--- src/rtl/capture_ctrl_if.sv ---
// Capture port bundle: sampler/trigger inputs in, RAM write port and status out.
// master drives strobes/config (host side); slave is capture_ctrl.
interface capture_ctrl_if #(
  parameter int LOG2 = 9
);
  logic            wrt_smpl;
  logic            run;
  logic            capture_done;
  logic            triggered;
  logic [LOG2-1:0] trig_pos;
  logic            we;
  logic [LOG2-1:0] waddr;
  logic            armed;
  logic            set_capture_done;

  modport master (
    output wrt_smpl,
    output run,
    output capture_done,
    output triggered,
    output trig_pos,
    input  we,
    input  waddr,
    input  armed,
    input  set_capture_done
  );

  modport slave (
    input  wrt_smpl,
    input  run,
    input  capture_done,
    input  triggered,
    input  trig_pos,
    output we,
    output waddr,
    output armed,
    output set_capture_done
  );
endinterface

--- src/rtl/capture_ctrl.sv ---
// Capture sequencer: owns the shared RAMqueue write port, arms the trigger
// once enough pre-trigger history is stored, counts post-trigger samples.
// Ports: clk, rst_n (async, active low), bus (capture_ctrl_if.slave):
//   in  wrt_smpl, run, capture_done, triggered, trig_pos
//   out we, waddr, armed, set_capture_done
module capture_ctrl #(
  parameter int ENTRIES = 384,
  parameter int LOG2    = 9
) (
  input  logic           clk,
  input  logic           rst_n,
  capture_ctrl_if.slave  bus
);

  localparam logic [1:0] IDLE = 2'd0;
  localparam logic [1:0] PRE  = 2'd1;
  localparam logic [1:0] POST = 2'd2;
  localparam logic [1:0] DONE = 2'd3;

  localparam logic [LOG2:0]   ENT  = (LOG2+1)'(ENTRIES);
  localparam logic [LOG2-1:0] LAST = LOG2'(ENTRIES-1);

  logic [1:0]      state_q, state_d;
  logic [LOG2-1:0] waddr_q, waddr_d;
  logic [LOG2:0]   smpl_q, smpl_d;
  logic [LOG2-1:0] trig_q, trig_d;
  logic            armed_q, armed_d;
  logic            scd_q, scd_d;

  logic [LOG2-1:0] tp;
  logic [LOG2-1:0] waddr_nx;
  logic [LOG2-1:0] trig_inc;
  logic            we;

  always_comb begin
    tp = (bus.trig_pos > LAST) ? LAST : bus.trig_pos;
    waddr_nx = (waddr_q == LAST) ? '0 : waddr_q + 1'b1;
    trig_inc = trig_q + 1'b1;
    we = bus.wrt_smpl & bus.run &
         ((state_q == PRE) | (state_q == POST));
  end

  always_comb begin
    state_d = state_q;
    waddr_d = waddr_q;
    smpl_d  = smpl_q;
    trig_d  = trig_q;
    scd_d   = 1'b0;
    unique case (state_q)
      IDLE: begin
        if (bus.run && !bus.capture_done) begin
          smpl_d  = '0;
          trig_d  = '0;
          state_d = PRE;
        end
      end
      PRE: begin
        if (!bus.run) begin
          state_d = IDLE;
        end else begin
          if (we) begin
            waddr_d = waddr_nx;
            smpl_d  = (smpl_q == ENT) ? ENT : smpl_q + 1'b1;
          end
          // a sample in the trigger cycle still counts as pre-trigger
          if (bus.triggered && armed_q) begin
            trig_d = '0;
            if (tp == '0) begin
              state_d = DONE;
              scd_d   = 1'b1;
            end else begin
              state_d = POST;
            end
          end
        end
      end
      POST: begin
        if (!bus.run) begin
          state_d = IDLE;
        end else if (we) begin
          waddr_d = waddr_nx;
          trig_d  = trig_inc;
          if (trig_inc == tp) begin
            state_d = DONE;
            scd_d   = 1'b1;
          end
        end
      end
      DONE: begin
        if (!bus.capture_done) begin
          state_d = IDLE;
        end
      end
      default: state_d = IDLE;
    endcase
  end

  // armed follows the post-edge sample count so it is registered cleanly
  always_comb begin
    armed_d = 1'b0;
    unique case (state_d)
      PRE:     armed_d = ((smpl_d + {1'b0, tp}) >= ENT);
      POST:    armed_d = 1'b1;
      default: armed_d = 1'b0;
    endcase
  end

  always_ff @(posedge clk or negedge rst_n) begin
    if (!rst_n) begin
      state_q <= IDLE;
      waddr_q <= '0;
      smpl_q  <= '0;
      trig_q  <= '0;
      armed_q <= 1'b0;
      scd_q   <= 1'b0;
    end else begin
      state_q <= state_d;
      waddr_q <= waddr_d;
      smpl_q  <= smpl_d;
      trig_q  <= trig_d;
      armed_q <= armed_d;
      scd_q   <= scd_d;
    end
  end

  assign bus.we               = we;
  assign bus.waddr            = waddr_q;
  assign bus.armed            = armed_q;
  assign bus.set_capture_done = scd_q;

endmodule

--- src/flat_wrapper.sv ---
// flat-port wrapper written by rule: the top's interface ports become plain ports
module capture_ctrl_flat 
#(
  parameter int ENTRIES = 384,
  parameter int LOG2    = 9
)
  (clk, rst_n, bus_wrt_smpl, bus_run, bus_capture_done, bus_triggered, bus_trig_pos, bus_we, bus_waddr, bus_armed, bus_set_capture_done);
  capture_ctrl_if #(.LOG2(LOG2)) bus_i ();
  input  logic clk;
  input  logic rst_n;
  input wire logic [$bits(bus_i.wrt_smpl)-1:0] bus_wrt_smpl;
  input wire logic [$bits(bus_i.run)-1:0] bus_run;
  input wire logic [$bits(bus_i.capture_done)-1:0] bus_capture_done;
  input wire logic [$bits(bus_i.triggered)-1:0] bus_triggered;
  input wire logic [$bits(bus_i.trig_pos)-1:0] bus_trig_pos;
  output wire logic [$bits(bus_i.we)-1:0] bus_we;
  output wire logic [$bits(bus_i.waddr)-1:0] bus_waddr;
  output wire logic [$bits(bus_i.armed)-1:0] bus_armed;
  output wire logic [$bits(bus_i.set_capture_done)-1:0] bus_set_capture_done;
  assign bus_i.wrt_smpl = bus_wrt_smpl;
  assign bus_i.run = bus_run;
  assign bus_i.capture_done = bus_capture_done;
  assign bus_i.triggered = bus_triggered;
  assign bus_i.trig_pos = bus_trig_pos;
  assign bus_we = bus_i.we;
  assign bus_waddr = bus_i.waddr;
  assign bus_armed = bus_i.armed;
  assign bus_set_capture_done = bus_i.set_capture_done;
  capture_ctrl #(.ENTRIES(ENTRIES), .LOG2(LOG2)) u_core (.clk(clk), .rst_n(rst_n), .bus(bus_i));
endmodule
--- config.mk ---
export PLATFORM = sky130hd
export DESIGN_NAME = capture_ctrl_flat
export DESIGN_NICKNAME = d
export VERILOG_FILES = /design/src/rtl/capture_ctrl_if.sv /design/src/rtl/capture_ctrl.sv /design/src/flat_wrapper.sv
export SDC_FILE = /design/constraint.sdc
export NUM_CORES = 1
export LEC_CHECK = 0
export ABC_AREA = 1
export BUFFER_PORTS_ARGS = -buffer_cell sky130_fd_sc_hd__buf_2
export CELL_PAD_IN_SITES_DETAIL_PLACEMENT = 2
export CELL_PAD_IN_SITES_GLOBAL_PLACEMENT = 2
export CORE_MARGIN = 2
export CORE_UTILIZATION = 37
export CTS_BUF_LIST = sky130_fd_sc_hd__clkbuf_4 sky130_fd_sc_hd__clkbuf_8
export DETAILED_ROUTE_END_ITERATION = 16
export GPL_TIMING_DRIVEN = 0
export PLACE_DENSITY_LB_ADDON = 0.1
export SLEW_MARGIN = 20
export SYNTH_ARGS = -nofsm -noshare
export SYNTH_HDL_FRONTEND = slang
export SYNTH_SLANG_ARGS = --single-unit
--- constraint.sdc ---
create_clock -name clk -period 7.1 [get_ports clk]
set_clock_uncertainty 0.15 [all_clocks]
set_input_delay 0.71 -clock clk [delete_from_list [all_inputs] [get_ports clk]]
set_output_delay 0.71 -clock clk [all_outputs]
set_load 0.01 [all_outputs]
==> summary.md <==
| Metric | Value |
|---|---|
| Main synth FF type | `dfrtp_1` |
| Initial antenna violation count | `0` |
| Reg2Reg Setup Slack | `around 3.4 ns` |
| Worst EP required | `between 7 and 8 ns` |
| Gr usage total | `approximately 24%` |
| Largest net degree at the start of global routing | `33` |
| Fin crit share | `52.7%` |
| Hold crit path type | `in2async` |
| Die Area | `0.00770 sq mm` |
| Worst hold slack | `about 0.34 ns` |
| Critical path peak fanout | `10` |
| Initial core utilization | `38.2%` |
| Syn Area/Cell | `approximately 7.1 sq um` |
| Syn Nets | `roughly 400` |
| Die Wd | `roughly 88 um` |
| Share of post-route cells with drive strength above 1 | `about 16%` |
| Synth top area cells | `dfrtp_1 31%, nand2_1 13%, ha_1 9.2%` |
| Antenna cells | `0` |
| Vias in the first global route | `2882` |
| DRC | `0` |
| Via count | `roughly 2600` |
| Sequential group share of total power | `a little under a third` |
| Area Growth Syn to Fin | `13.0%` |
| Period minus WS final | `3.74 ns` |
| Post-synthesis sequential area ratio | `30.8%` |
| Switching Share | `between 40% and 50%` |
| Clock Power Share | `17.0%` |
| Rows | `30` |
| Startpoint types | `flop` |
| Slew margin rel. | `46.3%` |
| Deepest clock path buffer count | `2` |
| Crit. End Element | `flop` |
| Max Clk Rate | `267 MHz` |
| RePlAce Congestion | `between 0.7 and 0.8` |
| Pint | `approximately 0.00045 W` |
| CTS buffer count | `5` |
| Setup Viol. Count Final | `0` |
| Slew @ Worst Pin | `0.805 ns` |
| Worst reg2reg endpoint | `u_core.bus.armed` |
| Static leakage | `1.53 nW` |
| Kind of critical path | `reg2reg` |
| CTS tree | `yes` |
| # H-tree levels | `2` |
| Yosys warns | `0` |
| Clk root buf | `clkbuf_8` |
| Total gr overflow | `0` |
| Register bit count reported by yosys | `32` |
| Setup bufs post-CTS | `0` |
| Outcome | `finished, final reports clean` |
| Detail Route Antenna Nets | `0` |
| RSZ-0062 raised after global routing | `false` |
| DRT iter0 DRCs | `55` |
| Reg2reg start | `u_core.state_q[0]` |
| Final-stage net count | `about 440` |
| Cells after synthesis | `~370` |
| Synth Cell Area | `between 0.002 and 0.003 sq mm` |
| Clk sinks | `32` |
| Cell taking the most area after synthesis | `dfrtp_1` |
| Synth cell count leaders | `91 x nand2_1, 57 x inv_1, 32 x dfrtp_1` |
| Switching power of the nets | `0.000436 W` |
| Asr flop ratio synth | `100%` |
| Max-slew violations | `0` |
| Post-synth cell types | `36` |
| Place WS | `between 3 and 4 ns` |
| Post-synth EDFFs | `0` |
| Router iterations before antenna repair | `4` |
| HPWL Detailed | `around 6600 um` |
| Hold Fails Final Rpt | `0` |
| Yosys top cell area share | `a little under a third` |
| Fin Setup TNS | `0 ns` |
| Skew-Pair Late Insertion Delay | `0.30 ns` |
| CTS Hold Bufs | `0` |
| Gate power share | `about half` |
| Total of max-cap violations | `0` |
| Avg Vias per Cell | `5.17` |
| VDD IR max | `about 130 uV` |
| First-pass GRT wire length | `between 10000 and 15000 um` |
| Final WS setup | `between 3 and 4 ns` |
| Pwr dens | `around 300 mW/mm^2` |
| Fin util | `between 40% and 50%` |
| Die height | `around 88 um` |
| Final wirelength | `between 8000 and 9000 um` |
| Post-CTS sizing | `0` |
| FF-to-FF path depth | `22` |
| Most common cell in the netlist | `nand2_1` |
| Floorplan core area | `0.00679 sq mm` |
| Routed WL per cell | `around 17 um` |
| Register clock-pin slew on the reported worst setup and hold paths | `0.09 ns` |
| Crit path DAT | `approximately 3.8 ns` |
| Ports | `27` |
| I/O Buffers | `26` |
worst max-delay path, cell delays in order, from the launching register on:
cell and delay [ns]:
dfrtp_1 0.45, inv_1 0.11, ha_1 0.30, nand2_1 0.07, inv_2 0.05, nand2_4 0.12, inv_2 0.09, buf_2 0.19
nand4_1 0.19, nand2_1 0.07, o32ai_1 0.48, ha_1 0.36, nand2_1 0.10, inv_1 0.07, a21oi_1 0.22, nand2_1 0.10
nand2_1 0.07, nand2_1 0.06, inv_1 0.06, nand2_1 0.06, nand3_1 0.10, nand2_1 0.05, a21oi_1 0.12
state kept, by name, summed over array words and instances (netlist names):
register,flops
u_core.bus.armed,1
u_core.bus.set_capture_done,1
u_core.bus.waddr,9
u_core.smpl_q,10
u_core.state_q,2
u_core.trig_q,9
cell families (layout without fill, tap and decap cells):
| family | Yosys count | in the layout | share of synthesized area (%) |
|---|---|---|---|
| simple gates | 186 | 186 | 33.8 |
| buf+inv | 66 | 100 | 9.59 |
| compound gates | 55 | 55 | 12.5 |
| flops | 32 | 32 | 30.8 |
| fa+ha+maj | 20 | 20 | 9.93 |
| xor+xnor | 9 | 9 | 3.33 |
layout by cell type, fill, tap and decap left out, types with 2 or more instances in the layout:
cell	n
nand2_1	91
inv_1	57
dfrtp_1	32
nand3_1	27
buf_2	27
nor2_1	24
ha_1	19
o21ai_0	14
a21oi_1	13
o22ai_1	13
nand4_1	12
xor2_1	8
nor3_1	7
inv_2	6
nor2_2	5
nand2_2	5
clkbuf_8	5
nand3_2	4
o21ai_1	4
a21o_1	3
nor2_4	2
nand3b_1	2
a21oi_2	2
o32ai_1	2
o21a_1	2
nor3b_1	2
clkinv_2	2
cell type report:
| cell class | count | area (sq um) |
|---|---|---|
| buffer | 2 | 8.76 |
| clock buffer | 5 | 68.8 |
| clock inverter | 3 | 18.8 |
| fill | 859 | 3860 |
| inverter | 64 | 240 |
| multi-input combinational | 270 | 1550 |
| sequential | 32 | 801 |
| tap | 96 | 120 |
| timing repair buffer | 26 | 130 |
power groups by stage:
stage	logic [W]	registers (W)	clock network, W
after global routing	0.000518	0.000283	0.000159
after global placement	0.000426	0.000275	0
after CTS	0.000463	0.000275	0.000152
after detailed placement	0.000447	0.000277	0
final	0.000459	0.000275	0.000150
after floorplan	0.000306	0.000274	0
per-stage QoR:
step           power (W)  cell area [sq um]  instances
2_1_floorplan   0.000580               2600        368
3_3_place_gp    0.000701               2850        490
3_5_place_dp    0.000725               2850        490
4_1_cts         0.000890               2930        498
5_1_grt         0.000960               2930        498
6_report        0.000884               2930        498
per-layer routing:
metal	share of wire, %	vias to the layer above	GRT usage, %
met4	1.7	0	7.41
met5	0	-	0
met1	45	1268	29.2
li1	-	1262	-
met3	2.3	11	3.20
met2	51	35	43.7
worst max path at each step:
stage          cells after the start          endpoint         startpoint
2_1_floorplan                     20  u_core.bus.armed  u_core.state_q[0]
3_3_place_gp                      21  u_core.bus.armed            bus_run
3_5_place_dp                      21  u_core.bus.armed            bus_run
4_1_cts                           22  u_core.bus.armed  u_core.state_q[1]
5_1_grt                           22  u_core.bus.armed  u_core.state_q[1]
6_report                          22  u_core.bus.armed  u_core.state_q[0]
No activity file was read; power rests on OpenSTA's default activity.
